**src/rtl/ifetch_buf.sv**
```systemverilog
// Instruction fetch buffer: circular FIFO between fetch and decode.
// Define IFETCH_BUF_BYPASS_EN to add an empty-buffer enq->deq bypass.
module ifetch_buf #(
  parameter int unsigned DEPTH = 4,
  parameter int unsigned AW    = 32
) (
  input  logic                     clk,
  input  logic                     rst_n,
  input  logic                     flush,
  input  logic                     enq_valid,
  input  logic [51:0]              enq_instr,
  input  logic [AW-1:0]            enq_pc,
  input  logic                     enq_predict_taken,
  output logic                     enq_ready,
  output logic                     deq_valid,
  input  logic                     deq_ready,
  output logic [51:0]              deq_instr,
  output logic [AW-1:0]            deq_pc,
  output logic                     deq_predict_taken,
  output logic [$clog2(DEPTH):0]   count
);

  localparam int unsigned PW = $clog2(DEPTH);
  localparam int unsigned CW = PW + 1;

  logic [51:0]   instr_mem [DEPTH];
  logic [AW-1:0] pc_mem    [DEPTH];
  logic          pred_mem  [DEPTH];

  logic [PW-1:0] head_q, head_d;
  logic [PW-1:0] tail_q, tail_d;
  logic [CW-1:0] count_q, count_d;

  logic empty;
  logic enq_fire;
  logic deq_fire;
  logic wr_en;
  logic rd_en;

  assign empty     = (count_q == '0);
  assign enq_ready = (count_q < CW'(DEPTH));
  assign enq_fire  = enq_valid && enq_ready && !flush;
  assign deq_fire  = deq_valid && deq_ready && !flush;
  assign count     = count_q;

`ifdef IFETCH_BUF_BYPASS_EN
  logic byp_taken;

  // When empty, the offered entry is presented directly; if consumed it never hits storage.
  always_comb begin
    deq_valid         = !empty;
    deq_instr         = instr_mem[head_q];
    deq_pc            = pc_mem[head_q];
    deq_predict_taken = pred_mem[head_q];
    if (empty && !flush) begin
      deq_valid         = enq_valid;
      deq_instr         = enq_instr;
      deq_pc            = enq_pc;
      deq_predict_taken = enq_predict_taken;
    end
  end

  assign byp_taken = empty && enq_fire && deq_fire;
  assign wr_en     = enq_fire && !byp_taken;
  assign rd_en     = deq_fire && !byp_taken;
`else
  always_comb begin
    deq_valid         = !empty;
    deq_instr         = instr_mem[head_q];
    deq_pc            = pc_mem[head_q];
    deq_predict_taken = pred_mem[head_q];
  end

  assign wr_en = enq_fire;
  assign rd_en = deq_fire;
`endif

  always_comb begin
    head_d  = head_q;
    tail_d  = tail_q;
    count_d = count_q;
    if (flush) begin
      head_d  = '0;
      tail_d  = '0;
      count_d = '0;
    end else begin
      if (wr_en) tail_d = tail_q + PW'(1);
      if (rd_en) head_d = head_q + PW'(1);
      unique case ({wr_en, rd_en})
        2'b10:   count_d = count_q + CW'(1);
        2'b01:   count_d = count_q - CW'(1);
        default: count_d = count_q;
      endcase
    end
  end

  always_ff @(posedge clk) begin
    if (!rst_n) begin
      head_q  <= '0;
      tail_q  <= '0;
      count_q <= '0;
    end else begin
      head_q  <= head_d;
      tail_q  <= tail_d;
      count_q <= count_d;
    end
  end

  // Storage is intentionally not reset; validity is tracked by count alone.
  always_ff @(posedge clk) begin
    if (rst_n && wr_en) begin
      instr_mem[tail_q] <= enq_instr;
      pc_mem[tail_q]    <= enq_pc;
      pred_mem[tail_q]  <= enq_predict_taken;
    end
  end

endmodule

```
**config.mk**
```make
export PLATFORM = sky130hd
export DESIGN_NAME = ifetch_buf
export DESIGN_NICKNAME = d
export VERILOG_FILES = /design/src/rtl/ifetch_buf.sv
export SDC_FILE = /design/constraint.sdc
export NUM_CORES = 1
export LEC_CHECK = 0
export BUFFER_PORTS_ARGS = -buffer_cell sky130_fd_sc_hd__buf_2
export CELL_PAD_IN_SITES_DETAIL_PLACEMENT = 2
export CELL_PAD_IN_SITES_GLOBAL_PLACEMENT = 2
export CORE_AREA = 2 2 185 187
export DETAILED_ROUTE_END_ITERATION = 6
export DIE_AREA = 0 0 187 189
export PLACE_DENSITY_LB_ADDON = 0.25
export RECOVER_POWER = 50
export SLEW_MARGIN = 40
export SYNTH_ARGS = -nofsm -noshare
export SYNTH_HDL_FRONTEND = slang
export SYNTH_SLANG_ARGS = --single-unit
export TNS_END_PERCENT = 100
```
**constraint.sdc**
```tcl
create_clock -name clk -period 3.5 [get_ports clk]
set_input_delay 0.7 -clock clk [delete_from_list [all_inputs] [get_ports clk]]
set_output_delay 0.7 -clock clk [all_outputs]
set_load 0.01 [all_outputs]
```
* Yosys cells after proc, flatten, opt, wreduce, memory -nomap -nowiden *
Memory sizes are Yosys's and may differ from the RTL's. A register that Yosys moved wholly into a read port is not among the register bits.
Cells that the tools add are included.

storage, ports and cells
  logic and storage cells = 33
  memory bits (writable) = 340
  memories = 3
  register bits = 7

operators by class
  bitwise gates (word level) = 1
  reduce and logical (&&, ||, !) cells = 10
  equality and inequality tests = 2
  order comparisons = 1
  add/sub/neg operators = 4
  multiplexer cells = 9

memories
  memory     words  width  read ports  clocked after memory_dff  write ports  RTL line  source
  instr_mem  4      52     1           1                         1            26        logic [51:0] instr_mem [DEPTH];
  pc_mem     4      32     1           1                         1            27        logic [AW-1:0] pc_mem [DEPTH];
  pred_mem   4      1      1           1                         1            28        logic pred_mem [DEPTH];

operators by type and width
  kind                                                                 number
  2-bit 2-to-1 mux                                                     6
  3-bit one-hot mux with 2 select lines                                1
  1-bit logical AND                                                    5
  2-bit by 1-bit adder with 2-bit output (second input constant)       2
  3-bit by 1-bit adder with 3-bit output (second input constant)       1
  3-bit logical NOT                                                    1
  3-bit less-than comparator (second input constant)                   1
  3-bit by 1-bit subtractor with 3-bit output (second input constant)  1
  2-bit by 1-bit == test with 1-bit output (second input constant)     1
  2-bit == test (second input constant)                                1
  1-bit logical NOT                                                    2
  1-bit 2-to-1 mux                                                     2
  2-bit nonzero test                                                   1
  2-bit OR reduction                                                   1
  1-bit NOT                                                            1

* Longest topological paths before layout *
  depth in word-level cells = 6
  gate-level depth with buffers = 9

* Least setup slack after synthesis *
No wires, ideal clock.

  kind = input port to flip-flop
  start point = input enq_valid
  end point = memory instr_mem[0][0] (enable)
  slack = -56 ps
  arrival time = 3,103 ps
  buffers on the path = 1
  cell stages on the path = 3
  data required time = 3,047 ps
  cells stage by stage = nor2b_1 -> clkbuf_1 -> and3_1

between the ends
  word-level cells in the longest chain between the ends = 5

RTL lines
  item                                    RTL line  source
  start, declared                         10        input logic enq_valid,
  1-bit logical AND (2 in a row)          42        assign enq_fire = enq_valid && enq_ready && !flush;
  1-bit logical AND                       111       if (rst_n && wr_en) begin
  1-bit 2-to-1 mux                        111
  1-bit 2-to-1 mux (implied by the code)  112       instr_mem[tail_q] <= enq_instr;
  end, declared                           26

No other way between the ends.

==> PnR_summary.wiki <==
{| class="wikitable"
! Metric !! Value
|-
| Outcome || finished clean
|-
| Final Setup Violations || 0
|-
| Terminating pin of the worst hold path || instr_mem[2][23]
|-
| Effective utilization at floorplan || 38.4%
|-
| Element type at the critical path start || register
|-
| Commonest cells after routing, fill and taps aside || edfxtp_1 (340), clkbuf_1 (97), buf_2 (93)
|-
| Setup repair after global routing missed its margin || false
|-
| Core area || 0.0333 sq mm
|-
| Count of instances resized after the clock tree is built || 0
|-
| Count of distinct cell types in the synthesized netlist || 25
|-
| Hold-fix buffer count after cts || 0
|-
| Number of sinks handled by clock tree synthesis || 349
|-
| Routed wirelength normalized by instance count || 24.1 um
|-
| Worst Setup Path Type || register to primary output
|-
| Reg2reg start || count[2]
|-
| Iteration-0 DRC Markers || 299
|-
| Root buf cell || clkbuf_16
|-
| Antenna violations before repair || 3
|-
| Via count of the first global-routing pass || 6700
|-
| Hold slack || 446 ps
|-
| Number of pins exceeding their max-slew limit in the final report || 0
|-
| # placed instances || 1116
|-
| Worst vdd ir || 0.272 mV
|-
| First-pass iteration count of the detailed router || 4
|-
| Routability cong. || 0.714
|-
| Core Util, Final || 45.9%
|-
| Die boundary width || 187 um
|-
| Worst clock skew || 21.7 ps
|-
| Layout Nets || 804
|-
| Max stage delay on crit path || 670 ps
|-
| Largest net degree at the start of global routing || 48
|-
| Source-to-sink clock delay at the later pin of the worst-skew pair || 520 ps
|-
| Via count || 5898
|-
| Synthesized instance count || 497
|-
| Placed wire-length estimate || 17900 um
|-
| Average footprint of a synthesized cell || 25.7 sq um
|-
| Final routed DRC violation total || 0
|-
| Wire length of the first global-routing pass || 43300 um
|-
| Number of buffers on the longest clock path || 3
|-
| Slack of the worst reg-to-reg path || 990 ps
|-
| Capturing point of the worst reg2reg path || pc_mem[3][1]
|-
| Max-cap violation count || 0
|-
| Fin crit period || 2810 ps
|-
| Total power || 8.58 mW
|-
| Critical hold path startpoint || enq_instr[23]
|-
| Number of placement rows || 67
|-
| TritonCTS clock tree || yes
|-
| Average via count per standard cell || 4.97
|-
| PortBufs || 179
|-
| Number of standard cells in the final layout excluding fillers || 1186
|-
| Endpoint kind of the worst setup timing path || primary output
|-
| Ports placed on the boundary || 180
|-
| Number of failing hold endpoints at the final stage || 0
|-
| Final critical-path share of the clock period || 80.3%
|-
| Most common cell after layout, fill and taps aside || edfxtp_1
|-
| Syn. warnings || 0
|-
| Share of post-route cells with drive strength above 1 || 32.7%
|-
| Worst-Margin Slew || 1010 ps
|-
| Maximum level of the CTS H-tree || 2
|-
| CP required || 2800 ps
|-
| Static leakage || 4.82 nW
|-
| Pwr per Cell Area || 561 mW/mm^2
|-
| Layout overhead on the synthesized area || 19.5%
|-
| Overall overflow remaining after global route || 0
|-
| WP data arrival || 2110 ps
|-
| Wire length reported by the detailed router || 28500 um
|-
| Die height || 189 um
|-
| Number of nets with antenna violations after routing || 0
|-
| Syn Nets || 593
|-
| Post-CTS setup buffer count || 0
|-
| Post-synthesis sequential area ratio || 81.2%
|-
| Cell area after synthesis || 0.0128 sq mm
|-
| CP cell instances || buf_4 -> mux4_2 -> buf_2
|-
| Maximum frequency from static timing analysis || 356 MHz
|-
| Clock-pin slew of the registers on the worst-case setup and hold paths || 60 ps
|-
| TNS Setup || 0 ps
|-
| R2R cell count || 3
|-
| Hold Path Stages || 1
|-
| Overall die area || 0.0353 sq mm
|-
| Slew margin rel. || 32.6%
|-
| Total global-route track usage || 16.3%
|-
| Total of fill cells in the finished design || 3041
|-
| Type of the tightest min-delay check || primary input to register
|-
| Post-synthesis sequential element count || 349
|-
| Number of buffers created by CTS || 38
|-
| Slowest library cell on the worst path || dfxtp_4
|-
| Largest driver fanout on the critical path || 30
|}
## cell usage after synthesis, drive strengths merged
cell type / count / area share, %
inv: 6 / 0.18
o31ai: 1 / 0.059
nor2b: 2 / 0.098
edfxtp: 340 / 80
xor2: 4 / 0.27
mux4: 85 / 15
clkbuf: 2 / 0.059
o311ai: 1 / 0.068
fa: 1 / 0.16
buf: 19 / 1.5
mux2i: 1 / 0.078
nand2b: 2 / 0.098
nor2: 9 / 0.26
ha: 5 / 0.49
or3: 1 / 0.049
dfxtp: 9 / 1.4
a21oi: 2 / 0.078
nand3: 1 / 0.039
xnor2: 1 / 0.068
o21ai: 1 / 0.039
and3: 4 / 0.20
## registers in the layout, indices dropped and copies added (netlist names), named ones only
register / flops
count: 3
head_q: 2
instr_mem: 208
pc_mem: 128
pred_mem: 4
tail_q: 2
## power breakdown
group	switching (mW)	total, mW	internal, mW
sequential	0.0132	4.64	4.63
combinational	0.151	0.246	0.0956
clock	1.54	3.70	2.16
## worst max-delay path, delay by kind of cell, from the launching register on
family | cells | cell delay, ps
buffers and inverters | 2 | 550
flip-flops | 1 | 670
multiplexers | 1 | 380
## area by class of cell
cell class | instances | area, sq um | share of cell area, %
flip-flops and latches | 349 | 10400 | 68.0
multi-input cells | 121 | 2180 | 14.2
clock buffers | 52 | 1040 | 6.83
repair buffers | 192 | 986 | 6.45
well taps | 448 | 561 | 3.67
clock inverters | 16 | 97.6 | 0.638
inverters | 6 | 22.5 | 0.147
diodes | 2 | 5.00 | 0.0327
## per-stage QoR
stage	cell area, sq um	setup slack (ps)
floorplan	12800	903
global placement	14300	993
detailed placement	14300	895
CTS	15400	626
global route	15300	573
finish	15300	691
## per-layer routing
metal | global-route usage, % | wire length, um | up-vias
met2 | 28.2 | 14600 | 172
met5 | 0 | 13 | -
met4 | 3.94 | 476 | 2
met3 | 3.76 | 1540 | 39
met1 | 21.0 | 11900 | 3134
li1 | - | - | 2551
## cells by family after synthesis
logic type,count (synthesis),share of synthesized area [%]
flip-flops,349,81.2
buffers and inverters,27,1.76
multiplexers,86,15.0
AO/OA/AOI/OAI,5,0.245
adder cells (fa/ha/maj),6,0.646
AND/OR/NAND/NOR,19,0.743
XOR/XNOR,5,0.342
## how the worst max path moves through the flow
stage / depth (start not counted) / slack, ps / endpoint
6_report: 3 / 690 / deq_instr[22]
5_1_grt: 3 / 570 / deq_pc[10]
4_1_cts: 3 / 630 / deq_instr[22]
3_5_place_dp: 4 / 890 / instr_mem[1][12]
3_3_place_gp: 4 / 990 / instr_mem[1][14]
2_1_floorplan: 3 / 900 / instr_mem[0][0]
No activity file was read; power rests on OpenSTA's default activity.
